**config.mk**
```make
export PLATFORM = sky130hd
export DESIGN_NAME = core_if_ifu
export DESIGN_NICKNAME = d
export VERILOG_FILES = /design/src/rtl/core_if_ifu.sv
export SDC_FILE = /design/constraint.sdc
export NUM_CORES = 1
export LEC_CHECK = 0
export BUFFER_PORTS_ARGS = -buffer_cell sky130_fd_sc_hd__buf_2
export CAP_MARGIN = 30
export CORE_AREA = 5 5 277 144
export CTS_BUF_LIST = sky130_fd_sc_hd__clkbuf_4 sky130_fd_sc_hd__clkbuf_8 sky130_fd_sc_hd__clkbuf_16
export DETAILED_ROUTE_END_ITERATION = 7
export DIE_AREA = 0 0 282 149
export GPL_ROUTABILITY_DRIVEN = 1
export PLACE_DENSITY_LB_ADDON = 0.1
export SLEW_MARGIN = 20
export SYNTH_ARGS = -nofsm -noshare
export SYNTH_HDL_FRONTEND = slang
export SYNTH_SLANG_ARGS = --single-unit
```
**constraint.sdc**
```tcl
create_clock -name clk -period 7.1 [get_ports clk]
set_input_delay 0.355 -clock clk [delete_from_list [all_inputs] [get_ports clk]]
set_output_delay 0.355 -clock clk [all_outputs]
set_load 0.05 [all_outputs]
```
**src/rtl/core_if_ifu.sv**
```systemverilog
// Instruction fetch unit: sequential fetch issue, in-order response pairing,
// static BTFN/JAL prediction and a 2-entry decoupling queue towards decode.
`ifndef CORE_PC_WIDTH
`define CORE_PC_WIDTH 32
`endif
`ifndef CORE_INST_WIDTH
`define CORE_INST_WIDTH 32
`endif

module core_if_ifu #(
   parameter int unsigned         PC_WIDTH   = `CORE_PC_WIDTH,
   parameter int unsigned         INST_WIDTH = `CORE_INST_WIDTH,
   parameter logic [PC_WIDTH-1:0] RESET_PC   = PC_WIDTH'(32'h8000_0000)
) (
   input  logic                  clk,
   input  logic                  rst,
   input  logic                  i_redirect_valid,
   input  logic [PC_WIDTH-1:0]   i_redirect_pc,
   output logic                  o_imem_req_valid,
   input  logic                  i_imem_req_ready,
   output logic [PC_WIDTH-1:0]   o_imem_req_addr,
   input  logic                  i_imem_rsp_valid,
   input  logic [INST_WIDTH-1:0] i_imem_rsp_data,
   output logic                  o_valid,
   input  logic                  i_ready,
   output logic [PC_WIDTH-1:0]   o_pc,
   output logic [INST_WIDTH-1:0] o_inst,
   output logic                  o_branch_predict
);
   localparam int unsigned      CNT_W      = 2;
   localparam int unsigned      CRED_W     = 3;
   localparam int unsigned      BIMM_W     = 13;
   localparam int unsigned      JIMM_W     = 21;
   localparam logic [6:0]       OPC_BRANCH = 7'b1100011;
   localparam logic [6:0]       OPC_JAL    = 7'b1101111;
   localparam logic [CNT_W-1:0] DEPTH      = CNT_W'(2);

   typedef struct packed {
      logic [PC_WIDTH-1:0]   pc;
      logic [INST_WIDTH-1:0] inst;
      logic                  pred;
   } out_entry_t;

   logic [PC_WIDTH-1:0] fetch_pc_q, fetch_pc_d;
   logic [CNT_W-1:0]    outstanding_q, outstanding_d;
   logic [CNT_W-1:0]    kill_q, kill_d;

   logic [PC_WIDTH-1:0] ifl_pc_q [2];
   logic                ifl_wr_q, ifl_wr_d;
   logic                ifl_rd_q, ifl_rd_d;

   out_entry_t          out_mem_q [2];
   logic                out_wr_q, out_wr_d;
   logic                out_rd_q, out_rd_d;
   logic [CNT_W-1:0]    occ_q, occ_d;

   logic                pop;
   logic                rsp_acc;
   logic                rsp_live;
   logic                push;
   logic                issue;
   logic                pred_hit;
   logic                pred_taken_now;
   logic [PC_WIDTH-1:0] rsp_pc;
   logic [PC_WIDTH-1:0] pred_target;
   logic [CRED_W-1:0]   credit_used;
   logic [6:0]          opcode;
   logic [BIMM_W-1:0]   b_imm;
   logic [JIMM_W-1:0]   j_imm;
   out_entry_t          push_entry;

   // Response pairing and static prediction on the live (non-killed) response
   always_comb begin
      pop      = (occ_q != '0) && i_ready;
      rsp_acc  = i_imem_rsp_valid && (outstanding_q != '0);
      rsp_live = rsp_acc && (kill_q == '0);
      rsp_pc   = ifl_pc_q[ifl_rd_q];

      opcode   = i_imem_rsp_data[6:0];
      b_imm    = {i_imem_rsp_data[31], i_imem_rsp_data[7], i_imem_rsp_data[30:25],
                  i_imem_rsp_data[11:8], 1'b0};
      j_imm    = {i_imem_rsp_data[31], i_imem_rsp_data[19:12], i_imem_rsp_data[20],
                  i_imem_rsp_data[30:21], 1'b0};

      pred_hit = (opcode == OPC_JAL) || ((opcode == OPC_BRANCH) && i_imem_rsp_data[31]);
      if (opcode == OPC_JAL)
         pred_target = rsp_pc + {{(PC_WIDTH-JIMM_W){j_imm[JIMM_W-1]}}, j_imm};
      else
         pred_target = rsp_pc + {{(PC_WIDTH-BIMM_W){b_imm[BIMM_W-1]}}, b_imm};

      pred_taken_now = rsp_live && pred_hit;
      push           = rsp_live && !i_redirect_valid;
      push_entry     = '{pc: rsp_pc, inst: i_imem_rsp_data, pred: pred_hit};
   end

   // Credit-based issue: queued entries plus in-flight requests never exceed two
   always_comb begin
      credit_used      = CRED_W'(occ_q) + CRED_W'(outstanding_q) - CRED_W'(pop);
      o_imem_req_valid = !rst && !i_redirect_valid && !pred_taken_now
                         && (credit_used < CRED_W'(2));
      o_imem_req_addr  = fetch_pc_q;
      issue            = o_imem_req_valid && i_imem_req_ready;
   end

   // Fetch PC, in-flight tracking and kill count; redirect beats prediction
   always_comb begin
      fetch_pc_d    = fetch_pc_q;
      kill_d        = kill_q;
      outstanding_d = outstanding_q + CNT_W'(issue) - CNT_W'(rsp_acc);
      ifl_wr_d      = ifl_wr_q ^ issue;
      ifl_rd_d      = ifl_rd_q ^ rsp_acc;

      if (i_redirect_valid) begin
         fetch_pc_d = i_redirect_pc;
         kill_d     = outstanding_q - CNT_W'(rsp_acc);
      end else if (pred_taken_now) begin
         fetch_pc_d = pred_target;
         kill_d     = outstanding_q - CNT_W'(1);
      end else begin
         if (issue)
            fetch_pc_d = fetch_pc_q + PC_WIDTH'(4);
         if (rsp_acc && (kill_q != '0))
            kill_d = kill_q - CNT_W'(1);
      end
   end

   // Output queue bookkeeping; a redirect empties it
   always_comb begin
      occ_d    = occ_q;
      out_wr_d = out_wr_q;
      out_rd_d = out_rd_q;
      if (i_redirect_valid) begin
         occ_d    = '0;
         out_wr_d = 1'b0;
         out_rd_d = 1'b0;
      end else begin
         occ_d    = occ_q + CNT_W'(push) - CNT_W'(pop);
         out_wr_d = out_wr_q ^ push;
         out_rd_d = out_rd_q ^ pop;
      end
   end

   always_ff @(posedge clk) begin
      if (rst) begin
         fetch_pc_q    <= RESET_PC;
         outstanding_q <= '0;
         kill_q        <= '0;
         ifl_wr_q      <= 1'b0;
         ifl_rd_q      <= 1'b0;
         ifl_pc_q[0]   <= '0;
         ifl_pc_q[1]   <= '0;
         occ_q         <= '0;
         out_wr_q      <= 1'b0;
         out_rd_q      <= 1'b0;
         out_mem_q[0]  <= '0;
         out_mem_q[1]  <= '0;
      end else begin
         fetch_pc_q    <= fetch_pc_d;
         outstanding_q <= outstanding_d;
         kill_q        <= kill_d;
         ifl_wr_q      <= ifl_wr_d;
         ifl_rd_q      <= ifl_rd_d;
         occ_q         <= occ_d;
         out_wr_q      <= out_wr_d;
         out_rd_q      <= out_rd_d;
         if (issue)
            ifl_pc_q[ifl_wr_q] <= fetch_pc_q;
         if (push)
            out_mem_q[out_wr_q] <= push_entry;
      end
   end

   // The credit rule makes both of these unreachable
   always_ff @(posedge clk) begin
      if (!rst) begin
         assert (!(push && !pop && (occ_q == DEPTH)));
         assert (!(issue && !rsp_acc && (outstanding_q == DEPTH)));
      end
   end

   assign o_valid          = (occ_q != '0);
   assign o_pc             = out_mem_q[out_rd_q].pc;
   assign o_inst           = out_mem_q[out_rd_q].inst;
   assign o_branch_predict = out_mem_q[out_rd_q].pred;

endmodule

```
* Word level (Yosys, flattened, before mapping)
Memory sizes are Yosys's and may differ from the RTL's. A register that Yosys moved wholly into a read port is not among the register bits.
Cells that the tools add are included.
** Word-level totals
- Output and inout port bits :: 99
- Flip-flop bits (word level) :: 42
- Word-level logic and storage cells :: 76
- Memories kept :: 2
- RAM bits :: 194
- Bits of input ports :: 70
** Memory list
- out_mem_q :: words 2, bits a word 65, read ports 1, clocked after memory_dff 1, write ports 2, RTL line 52 : out_entry_t out_mem_q [2];
- ifl_pc_q :: words 2, bits a word 32, read ports 1, clocked after memory_dff 1, write ports 2, RTL line 48 : logic [PC_WIDTH-1:0] ifl_pc_q [2];
** Operators by class
- Add/sub/neg operators :: 12
- Eq/ne operators :: 2
- $lt $le $gt $ge :: 1
- Muxes and demuxes :: 23
- Bitwise gates (word level) :: 4
- Reduce and logical (&&, ||, !) cells :: 24
** Operators with widths (count)
- 32-bit two-way mux :: 5
- 65-bit two-way mux :: 1
- 65-bit OR reduction :: 1
- 32-bit adder :: 2
- 32-bit by 3-bit adder with 32-bit output, second input constant :: 1
- 32-bit OR reduction :: 1
- 7-bit equality test, second input constant :: 2
- 1-bit two-way mux :: 14
- 1-bit logical AND :: 11
- 2-bit two-way mux :: 3
- 2-bit nonzero test :: 3
- 3-bit nonzero test :: 2
- 2-bit by 1-bit subtractor with 2-bit output :: 3
- 2-bit by 1-bit adder with 2-bit output :: 2
- 2-bit by 1-bit subtractor with 2-bit output, second input constant :: 2
- 1-bit XOR :: 4
- 2-bit by 2-bit adder with 3-bit output :: 1
- 1-bit zero test :: 3
- 3-bit by 2-bit less-than comparator with 1-bit output, second input constant :: 1
- 3-bit by 1-bit subtractor with 3-bit output :: 1
- 2-bit zero test :: 1
- 2-bit OR reduction :: 1
- 1-bit logical OR :: 1

* Depth between registers and ports, before layout
- Depth after elaboration :: 13
- Mapped depth :: 19

* Least setup slack after synthesis
Ideal clock, no wire load.
- Kind :: input-to-reg
- From :: in i_redirect_valid
- To :: mem out_mem_q[0][0] (netlist name), enable pin
- Cell stages on the path :: 4
- Slack :: 979 ps
- Arrival time :: 5544 ps
- Buffers on the path :: 3
- Cell sequence :: clkbuf_1 > clkbuf_1 > clkbuf_1 > o21ai_0
** RTL lines
- from (decl) :: RTL line 17 : input logic i_redirect_valid,
- to (decl) :: RTL line 52

==> results.tsv <==
stage	metric	value	unit
finish	layout-drive-gt1-share	24.2	%
synth	synthFlopType	edfxtp_1	
synth	yosysTopAreaCell	edfxtp_1	
grt	first_global_vias	9038	
setup_path	crit_top_cell	a21oi_1	
synth	ys_seq_area_share	52.2	%
run_status	outcome	completed	
synth	synth-async-reset-ratio	0	%
synth	synth_most_common_cell	edfxtp_1	
floorplanning	boundaryPins	169	
job	maxCapViolations	0	
setup_path	worst_path_largest_cell_delay	730	ps
synth	synthTopCellsByArea	edfxtp_1 46%, dfxtp_1 6.6%, mux2_2 6.3%	
clock_network	post_cts.repair.setup_buffers	0	
sta	slew_viol_final	0	
synth	syn_nets	1277	
clock_network	clock_sinks	236	
power	peakVddDrop	0.135	mV
clock_network	cts_hold_buf	0	
floorplanning	dieWidth	282	um
route	wire_per_inst	22.4	um
sta	setup_violations	0	
synth	synth_top_area_share	45.6	%
synth	synthCells	1165	
setup_path	cp-start-kind	register	
synth	ys_ff_latch	236	
setup_path	worstSetupPathType	register to register	
placed_design	gp_congestion	0.892	
floorplanning	num_rows	50	
floorplanning	die_area	42000	um2
setup_path	cp-end-kind	register	
setup_path	path_max_fanout	17	
placed_design	place_ws	2750	ps
finish	nets	1422	
route	antenna_left	0	
grt	antenna_found_initial	1	
clock_network	cts_buffers	25	
clock_network	cts.clk_slew.worst_paths	70	ps
synth	synth.distinct_cells	73	
grt	grt_pass1_wl	61000	um
power	leakagePower	6.13	nW
sta	finalCriticalPeriod	4440	ps
sta	rsz0062_at_grt	false	
sta	relSlewSlack	36.3	%
route	drc	0	
setup_path	crit_arrival	4880	ps
clock_network	insertion_delay	550	ps
clock_network	htree_levels	1	
floorplanning	initial_core_util	34.6	%
setup_path	critical_path_required	7540	ps
sta	finalHoldViolations	0	
clock_network	cts_tree	done	
floorplanning	coreArea	37000	um2
synth	yosys_warnings	0	
setup_path	slowest_stage	dfxtp_2	
route	vias_per_cell	5.14	
clock_network	cts_resized	0	
grt	grt-ovfl-total	0	
clock_network	clockRootBuffer	clkbuf_16	
power	p_total	4.64	mW
clock_network	cts_buffer_depth	3	
route	drtIter0Drc	808	
sta	skew	14.0	ps
synth	synth_edf_count	194	
grt	gr-usage-all-layers	19.2	%
placed_design	hpwlAfterDp	29600	um
grt	grt_max_degree	44	
finish	syn2layout_area_growth	17.7	%
min_path	hold_class	input pin to register	
floorplanning	die_height	149	um
sta	layout_setup_ws	2660	ps
placed_design	portBuffers	168	
power	powerDensity	308	nW/um2
synth	synthTopCellsByCount	194 x edfxtp_1, 136 x nor2_1, 121 x and2_1, 71 x mux2_2, 55 x inv_1	
route	route.vias.total	9376	
sta	fin_setup_tns	0	ps
route	wl	40800	um
setup_path	path_cells	buf_4 > mux2i_1 > inv_1 > ha_1 > fa_1 > a21oi_1 > o211ai_1 > and3_1 > nor4_1 > nor3_1 > or3_1 > a21oi_1 > o21ai_1	
sta	finalCritPeriodShare	62.5	%
sta	tightest_slew	953	ps
synth	avgSynthCellArea	11.0	um2
sta	max_freq	225	MHz
route	dr.pass1.iters	5	
synth	netlist_area	12800	um2
==> stage by stage <==
| stage | instances | instance area [um2] | hold slack (ps) | utilization, % |
|---|---|---|---|---|
| floorplan | 1165 | 12800 | 462 | - |
| global placement | 1774 | 14100 | 478 | 38.1 |
| detailed placement | 1776 | 14200 | 482 | 38.3 |
| CTS | 1821 | 15000 | 33.5 | 40.6 |
| global route | 1822 | 15000 | 46.2 | 40.7 |
| finish | 1823 | 15000 | 49.8 | 40.7 |
==> layer usage <==
layer | routed length [um] | track usage, % | vias to the layer above
met4 | 484 | 2.57 | 0
met5 | 0 | 0 | -
li1 | - | - | 4480
met1 | 21600 | 32.0 | 4576
met2 | 16200 | 26.0 | 284
met3 | 2570 | 3.43 | 36
==> where the power goes <==
part           leakage, nW  internal, mW  switching, mW
logic                 3.34         0.481           1.01
registers             2.36          1.64          0.107
clock network        0.426         0.809          0.586
==> sequential cells by signal, summed over array words and instances, names as in the netlist <==
register / flops
ifl_pc_q: 64
out_mem_q: 130
kill_q: 2
ifl_rd_q: 1
out_rd_q: 1
ifl_wr_q: 1
occ_q: 2
out_wr_q: 1
outstanding_q: 2
o_imem_req_addr: 32
==> placed cells by master, fill, tap and decap left out, types with 5 or more instances in the layout <==
master and count:
o21bai_1 8, a211oi_1 25, xor2_1 17, mux2i_1 39
o21ai_0 17, buf_4 12, and2_1 121, and3_1 11
a21oi_1 47, o21ai_1 6, inv_1 55, mux2_2 71
nand3_1 24, clkinv_1 5, clkinv_2 5, clkbuf_16 25
a31oi_1 8, ha_1 40, nor3_1 32, nor2_1 134
a221oi_1 6, a21o_1 25, nand2_1 43, nand4_1 10
xnor2_1 42, dfxtp_1 40, edfxtp_1 194, buf_2 168
==> final cells by class <==
class | instances | area, um2
multi-input cells | 807 | 5660
well taps | 494 | 618
repair buffers | 183 | 1010
inverters | 57 | 216
fillers | 3591 | 21900
flip-flops and latches | 236 | 6670
clock buffers | 27 | 647
diodes | 1 | 2.50
clock inverters | 18 | 211
==> final timing paths <==
check,startpoint,slack [ps],end,cells after the start
setup / recovery,ifl_rd_q$_SDFF_PP0_,2660,o_imem_req_addr[27]$_SDFFE_PP0P_,13
hold / removal,i_redirect_pc[1],50,o_imem_req_addr[1]$_SDFFE_PP0P_,3
setup reg to reg,ifl_rd_q$_SDFF_PP0_,2660,o_imem_req_addr[27]$_SDFFE_PP0P_,13
hold reg to reg,out_wr_q$_SDFF_PP0_,490,out_wr_q$_SDFF_PP0_,2
==> kinds of logic (layout without fill, tap and decap cells) <==
kind of cell,Yosys count,count (layout),synth area share [%]
and+or+nand+nor,411,411,16.5
DFF,236,236,52.2
AOI/OAI and AO/OA,185,185,9.94
buffers and inverters,122,285,3.86
muxes,110,110,9.31
xor gates and xnor gates,59,59,4.04
adders and majority gates,42,42,4.23
other,0,1,0
==> worst max-delay path: cells and delay by family, from the launching register on <==
kind / cells / cell delay [ps]
mux: 1 / 360
buf+inv: 2 / 510
fa+ha+maj: 2 / 700
flops: 1 / 730
simple gates: 4 / 1340
compound gates: 4 / 650
Power figures use the tool's default switching activity.
